### config.mk
export PLATFORM = sky130hd
export DESIGN_NAME = pcie_rx_cond_flat
export DESIGN_NICKNAME = d
export VERILOG_FILES = /design/src/rtl/pcie_rx_cond_if.sv /design/src/rtl/pcie_rx_cond.sv /design/src/flat_wrapper.sv
export SDC_FILE = /design/constraint.sdc
export NUM_CORES = 1
export LEC_CHECK = 0
export CORE_MARGIN = 5
export CORE_UTILIZATION = 37
export DETAILED_ROUTE_END_ITERATION = 8
export GPL_TIMING_DRIVEN = 0
export MAX_ROUTING_LAYER = met4
export SYNTH_ARGS = -nofsm -noshare
export SYNTH_HDL_FRONTEND = slang
export SYNTH_SLANG_ARGS = --single-unit
export TNS_END_PERCENT = 30
### constraint.sdc
create_clock -name clk_8f -period 1.75 [get_ports clk_8f]
set_input_delay 0.35 -clock clk_8f [delete_from_list [all_inputs] [get_ports clk_8f]]
set_output_delay 0.35 -clock clk_8f [all_outputs]
set_load 0.02 [all_outputs]
### src/rtl/pcie_rx_cond_if.sv
// Serial-in / two-lane-out bundle for the PCIe-style receive conditioner.
// The master side drives the bitstream; the slave side produces the lane bytes.
interface pcie_rx_cond_if;
   logic       data_serial_in;
   logic       active;
   logic [7:0] data_out_0;
   logic       valid_out_0;
   logic [7:0] data_out_1;
   logic       valid_out_1;

   modport master (
      output data_serial_in,
      input  active,
      input  data_out_0,
      input  valid_out_0,
      input  data_out_1,
      input  valid_out_1
   );

   modport slave (
      input  data_serial_in,
      output active,
      output data_out_0,
      output valid_out_0,
      output data_out_1,
      output valid_out_1
   );
endinterface

### src/rtl/pcie_rx_cond.sv
// Receive conditioner: deserialize, align on comma, lock after BC_LOCK commas,
// then unstripe bytes alternately onto lane 0 / lane 1.
module pcie_rx_cond #(
   parameter logic [7:0]  COMMA   = 8'hBC,
   parameter int unsigned BC_LOCK = 4
) (
   input  logic         clk_8f,
   input  logic         reset,
   pcie_rx_cond_if.slave rx
);

   localparam logic [1:0] S_SEARCH = 2'd0;
   localparam logic [1:0] S_TRAIN  = 2'd1;
   localparam logic [1:0] S_LOCKED = 2'd2;

   logic [1:0] state_q, state_d;
   logic [7:0] sr_q, sr_d;
   logic [2:0] bit_cnt_q, bit_cnt_d;
   logic [3:0] comma_cnt_q, comma_cnt_d;
   logic       lane_q, lane_d;
   logic       active_q, active_d;
   logic [7:0] d0_q, d0_d;
   logic [7:0] d1_q, d1_d;
   logic       v0_q, v0_d;
   logic       v1_q, v1_d;
   logic       boundary;
   logic       is_comma;

   always_comb begin
      sr_d        = {sr_q[6:0], rx.data_serial_in};
      boundary    = (bit_cnt_q == 3'd7);
      is_comma    = (sr_d == COMMA);
      state_d     = state_q;
      bit_cnt_d   = bit_cnt_q + 3'd1;
      comma_cnt_d = comma_cnt_q;
      lane_d      = lane_q;
      active_d    = active_q;
      d0_d        = d0_q;
      d1_d        = d1_q;
      v0_d        = 1'b0;
      v1_d        = 1'b0;
      unique case (state_q)
         S_SEARCH: begin
            // bit-granular hunt; a hit defines the byte boundary
            if (is_comma) begin
               state_d     = S_TRAIN;
               comma_cnt_d = 4'd1;
               bit_cnt_d   = 3'd0;
            end
         end
         S_TRAIN: begin
            if (boundary) begin
               if (is_comma) begin
                  comma_cnt_d = comma_cnt_q + 4'd1;
                  if (comma_cnt_d == 4'(BC_LOCK)) begin
                     state_d  = S_LOCKED;
                     active_d = 1'b1;
                     lane_d   = 1'b0;
                  end
               end else begin
                  state_d     = S_SEARCH;
                  comma_cnt_d = 4'd0;
               end
            end
         end
         S_LOCKED: begin
            // idle commas consume a lane slot without a pulse
            if (boundary) begin
               lane_d = ~lane_q;
               if (!is_comma) begin
                  if (!lane_q) begin
                     d0_d = sr_d;
                     v0_d = 1'b1;
                  end else begin
                     d1_d = sr_d;
                     v1_d = 1'b1;
                  end
               end
            end
         end
         default: state_d = S_SEARCH;
      endcase
   end

   always_ff @(posedge clk_8f) begin
      if (!reset) begin
         state_q     <= S_SEARCH;
         sr_q        <= 8'h00;
         bit_cnt_q   <= 3'd0;
         comma_cnt_q <= 4'd0;
         lane_q      <= 1'b0;
         active_q    <= 1'b0;
         d0_q        <= 8'h00;
         d1_q        <= 8'h00;
         v0_q        <= 1'b0;
         v1_q        <= 1'b0;
      end else begin
         state_q     <= state_d;
         sr_q        <= sr_d;
         bit_cnt_q   <= bit_cnt_d;
         comma_cnt_q <= comma_cnt_d;
         lane_q      <= lane_d;
         active_q    <= active_d;
         d0_q        <= d0_d;
         d1_q        <= d1_d;
         v0_q        <= v0_d;
         v1_q        <= v1_d;
      end
   end

   assign rx.active      = active_q;
   assign rx.data_out_0  = d0_q;
   assign rx.valid_out_0 = v0_q;
   assign rx.data_out_1  = d1_q;
   assign rx.valid_out_1 = v1_q;

endmodule

### src/flat_wrapper.sv
// flat-port wrapper written by rule: the top's interface ports become plain ports
module pcie_rx_cond_flat 
#(
   parameter logic [7:0]  COMMA   = 8'hBC,
   parameter int unsigned BC_LOCK = 4
)
  (clk_8f, reset, rx_data_serial_in, rx_active, rx_data_out_0, rx_valid_out_0, rx_data_out_1, rx_valid_out_1);
  pcie_rx_cond_if rx_i ();
  input  logic clk_8f;
  input  logic reset;
  input wire logic [$bits(rx_i.data_serial_in)-1:0] rx_data_serial_in;
  output wire logic [$bits(rx_i.active)-1:0] rx_active;
  output wire logic [$bits(rx_i.data_out_0)-1:0] rx_data_out_0;
  output wire logic [$bits(rx_i.valid_out_0)-1:0] rx_valid_out_0;
  output wire logic [$bits(rx_i.data_out_1)-1:0] rx_data_out_1;
  output wire logic [$bits(rx_i.valid_out_1)-1:0] rx_valid_out_1;
  assign rx_i.data_serial_in = rx_data_serial_in;
  assign rx_active = rx_i.active;
  assign rx_data_out_0 = rx_i.data_out_0;
  assign rx_valid_out_0 = rx_i.valid_out_0;
  assign rx_data_out_1 = rx_i.data_out_1;
  assign rx_valid_out_1 = rx_i.valid_out_1;
  pcie_rx_cond #(.COMMA(COMMA), .BC_LOCK(BC_LOCK)) u_core (.clk_8f(clk_8f), .reset(reset), .rx(rx_i));
endmodule
==> results_dict.tcl <==
set metrics [dict create \
    dp_hpwl_um 2030 \
    antenna_cells 0 \
    grt.overflow.total 0 \
    hold_class "input port to register" \
    start_kind "input port" \
    critPathKind "input port to register" \
    synthCells 140 \
    start_util_pct 37.8 \
    cts.sinks 36 \
    ioPinCount 22 \
    drt_first_pass_iters 4 \
    outcome "finished, final reports clean" \
    post-route-min-period_ns 1.70 \
    cp_cell_sequence "clkdlybuf4s50_1, and4bb_1, nand4_4, and4_4, buf_6, and2_2" \
    wl_met3_um 139 \
    final-hold-violation-count 0 \
    cp.arrival_ns 1.88 \
    tns_ns 0 \
    slew_violations 0 \
    vias 1034 \
    die_w_um 70.9 \
    fin_crit_sh_pct 97.2 \
    grt_pass1_wl_um 4710 \
    path_clk_slew_ns 0.07 \
    rows 22 \
    synth_seq_area_share_pct 52.5 \
    synth_cell_types 33 \
    met1Wirelength_um 1280 \
    power_density_mw_per_mm2 897 \
    netlist_top_cells_area "dfxtp_1 (53%), mux2i_1 (10%), nand2_1 (7.4%)" \
    holdWs_ns 0.425 \
    cts_setup_buffers 0 \
    grt_pass1_vias 1073 \
    crit_fanout 9 \
    htree_num_levels 2 \
    slowest_stage "clkdlybuf4s50_1" \
    ys.warnings.count 0 \
    max_stage_delay_ns 0.43 \
    rsz0062_at_grt "no" \
    tightestPinTransition_ns 0.500 \
    syn_area_per_cell_um2 9.80 \
    cap_violations 0 \
    vias_per_cell 4.79 \
    wirelength_um 2810 \
    fmax_ghz 0.588 \
    cp.required_ns 1.93 \
    slew_headroom_pct 66.7 \
    core_area_mm2 0.00363 \
    synth_top_area_cell "dfxtp_1" \
    syn-num-nets 146 \
    drive_above_1_share_pct 10.7 \
    clock-skew-final_ns 0.00861 \
    fp.dieArea_mm2 0.00503 \
    max-vdd-ir-drop_v 0.000392 \
    ys_seq_elements 36 \
    die_y_um 70.9 \
    grt_usage_pct 12.3 \
    grt_max_degree 12 \
    antenna_found_initial 0 \
    syn_area_mm2 0.00137 \
    fillers 365 \
    ctsHoldBuffers 0 \
    numCtsBuffers 5 \
    routed.top_layer "met4" \
    netlist.area_leader.share_pct 52.5 \
    cts_tree "yes" \
    drc 0 \
    setup_viol 0 \
    wl_per_cell_um 13.0 \
    clockRootBuffer "clkbuf_8" \
    final_util_pct 48.6 \
    port_buffers 20 \
    nNetsFinal 173 \
    final_cell_mix "dfxtp_1 (36), nand2_1 (27), clkdlybuf4s50_1 (20)" \
    gp_congestion 0.781 \
    drt_iter0_drc 56 \
    p_leak_nw 0.757 \
    end_kind "register" \
    area_growth_pct 28.6 \
    drtAntennaViolNets 0 \
    dr_wl_met2_um 1320 \
    final_common_cell "dfxtp_1" \
    cts_max_path_buffers 2 \
    clkLatencyLatePin_ns 0.29 \
]
area by class of cell:
type | count | area [um2] | share of cell area (%)
sequential | 36 | 721 | 40.8
multi-input combinational | 85 | 597 | 33.8
timing repair buffer | 20 | 200 | 11.3
clock buffer | 6 | 72.6 | 4.11
tap | 48 | 60.1 | 3.40
inverter | 13 | 48.8 | 2.76
clock inverter | 2 | 35.0 | 1.98
buffer | 6 | 31.3 | 1.77
synth_stat cells:
library cell,instances
dfxtp_1,36
nand2_1,27
mux2i_1,14
inv_1,13
nor2_1,8
a32o_1,4
clkbuf_1,4
ha_1,3
nand2b_1,3
o21ai_0,3
nand3_1,2
nand3b_1,2
a2111oi_0,1
a211oi_1,1
a21o_1,1
a21oi_1,1
a22o_1,1
a31o_2,1
and2_2,1
and2b_1,1
and4_4,1
and4bb_1,1
buf_2,1
buf_6,1
nand2_2,1
nand4_4,1
nor3_1,1
nor3b_1,1
nor4_1,1
o211a_1,1
o211ai_1,1
o21a_1,1
o31ai_1,1
worst paths after layout:
| path | from | cells past startpoint | slack, ns | end |
|---|---|---|---|---|
| worst max register to register | u_core.bit_cnt_q[0] | 6 | 0.16 | u_core.rx.data_out_0[1] |
| worst max-delay path | rx_data_serial_in | 6 | 0.05 | u_core.rx.valid_out_1 |
| worst min-delay path | reset | 3 | 0.42 | u_core.sr_q[0] |
| worst min register to register | u_core.bit_cnt_q[0] | 1 | 0.43 | u_core.bit_cnt_q[0] |
stage by stage:
stage	setup slack, ns	instance area (um2)	power (mW)	std cells
CTS	0.0333	1750	1.60	216
floorplan	0.180	1370	0.877	140
global route	0.0167	1770	1.64	216
finish	0.0489	1770	1.58	216
detailed placement	-0.228	1630	0.889	208
global placement	-0.223	1630	0.888	208
sequential cells by signal, indices dropped and copies added (netlist names), 2 cells and up:
signal and count:
u_core.comma_cnt_q 4, u_core.bit_cnt_q 3, u_core.rx.data_out_0 8, u_core.rx.data_out_1 8
u_core.sr_q 7, u_core.state_q 2
metal layers:
layer,track usage (%),vias to the layer above
li1,-,526
met1,13.8,481
met2,19.2,22
met3,4.69,5
met4,6.26,0
met5,-,-
logic make-up after synthesis:
kind of cell | synth area share (%)
DFF | 52.5
muxes | 10.2
buffers and inverters | 5.83
AOI/OAI and AO/OA | 9.75
adders and majority gates | 2.74
and+or+nand+nor | 19.0
power breakdown:
part | leakage, nW | switching (mW) | internal (mW)
Combinational | 0.410 | 0.0253 | 0.0126
Sequential | 0.291 | 0.00432 | 0.828
Clock | 0.0552 | 0.290 | 0.423
repair_timing:
item	in CTS	in global routing
gates resized for setup	2	4
pin swaps	1	0
setup endpoints to repair	2	6
critical path, delay by kind of cell:
| kind | cells | cell delay, ns |
|---|---|---|
| simple gates | 4 | 0.96 |
| buf+inv | 2 | 0.58 |
Power figures use the tool's default switching activity.
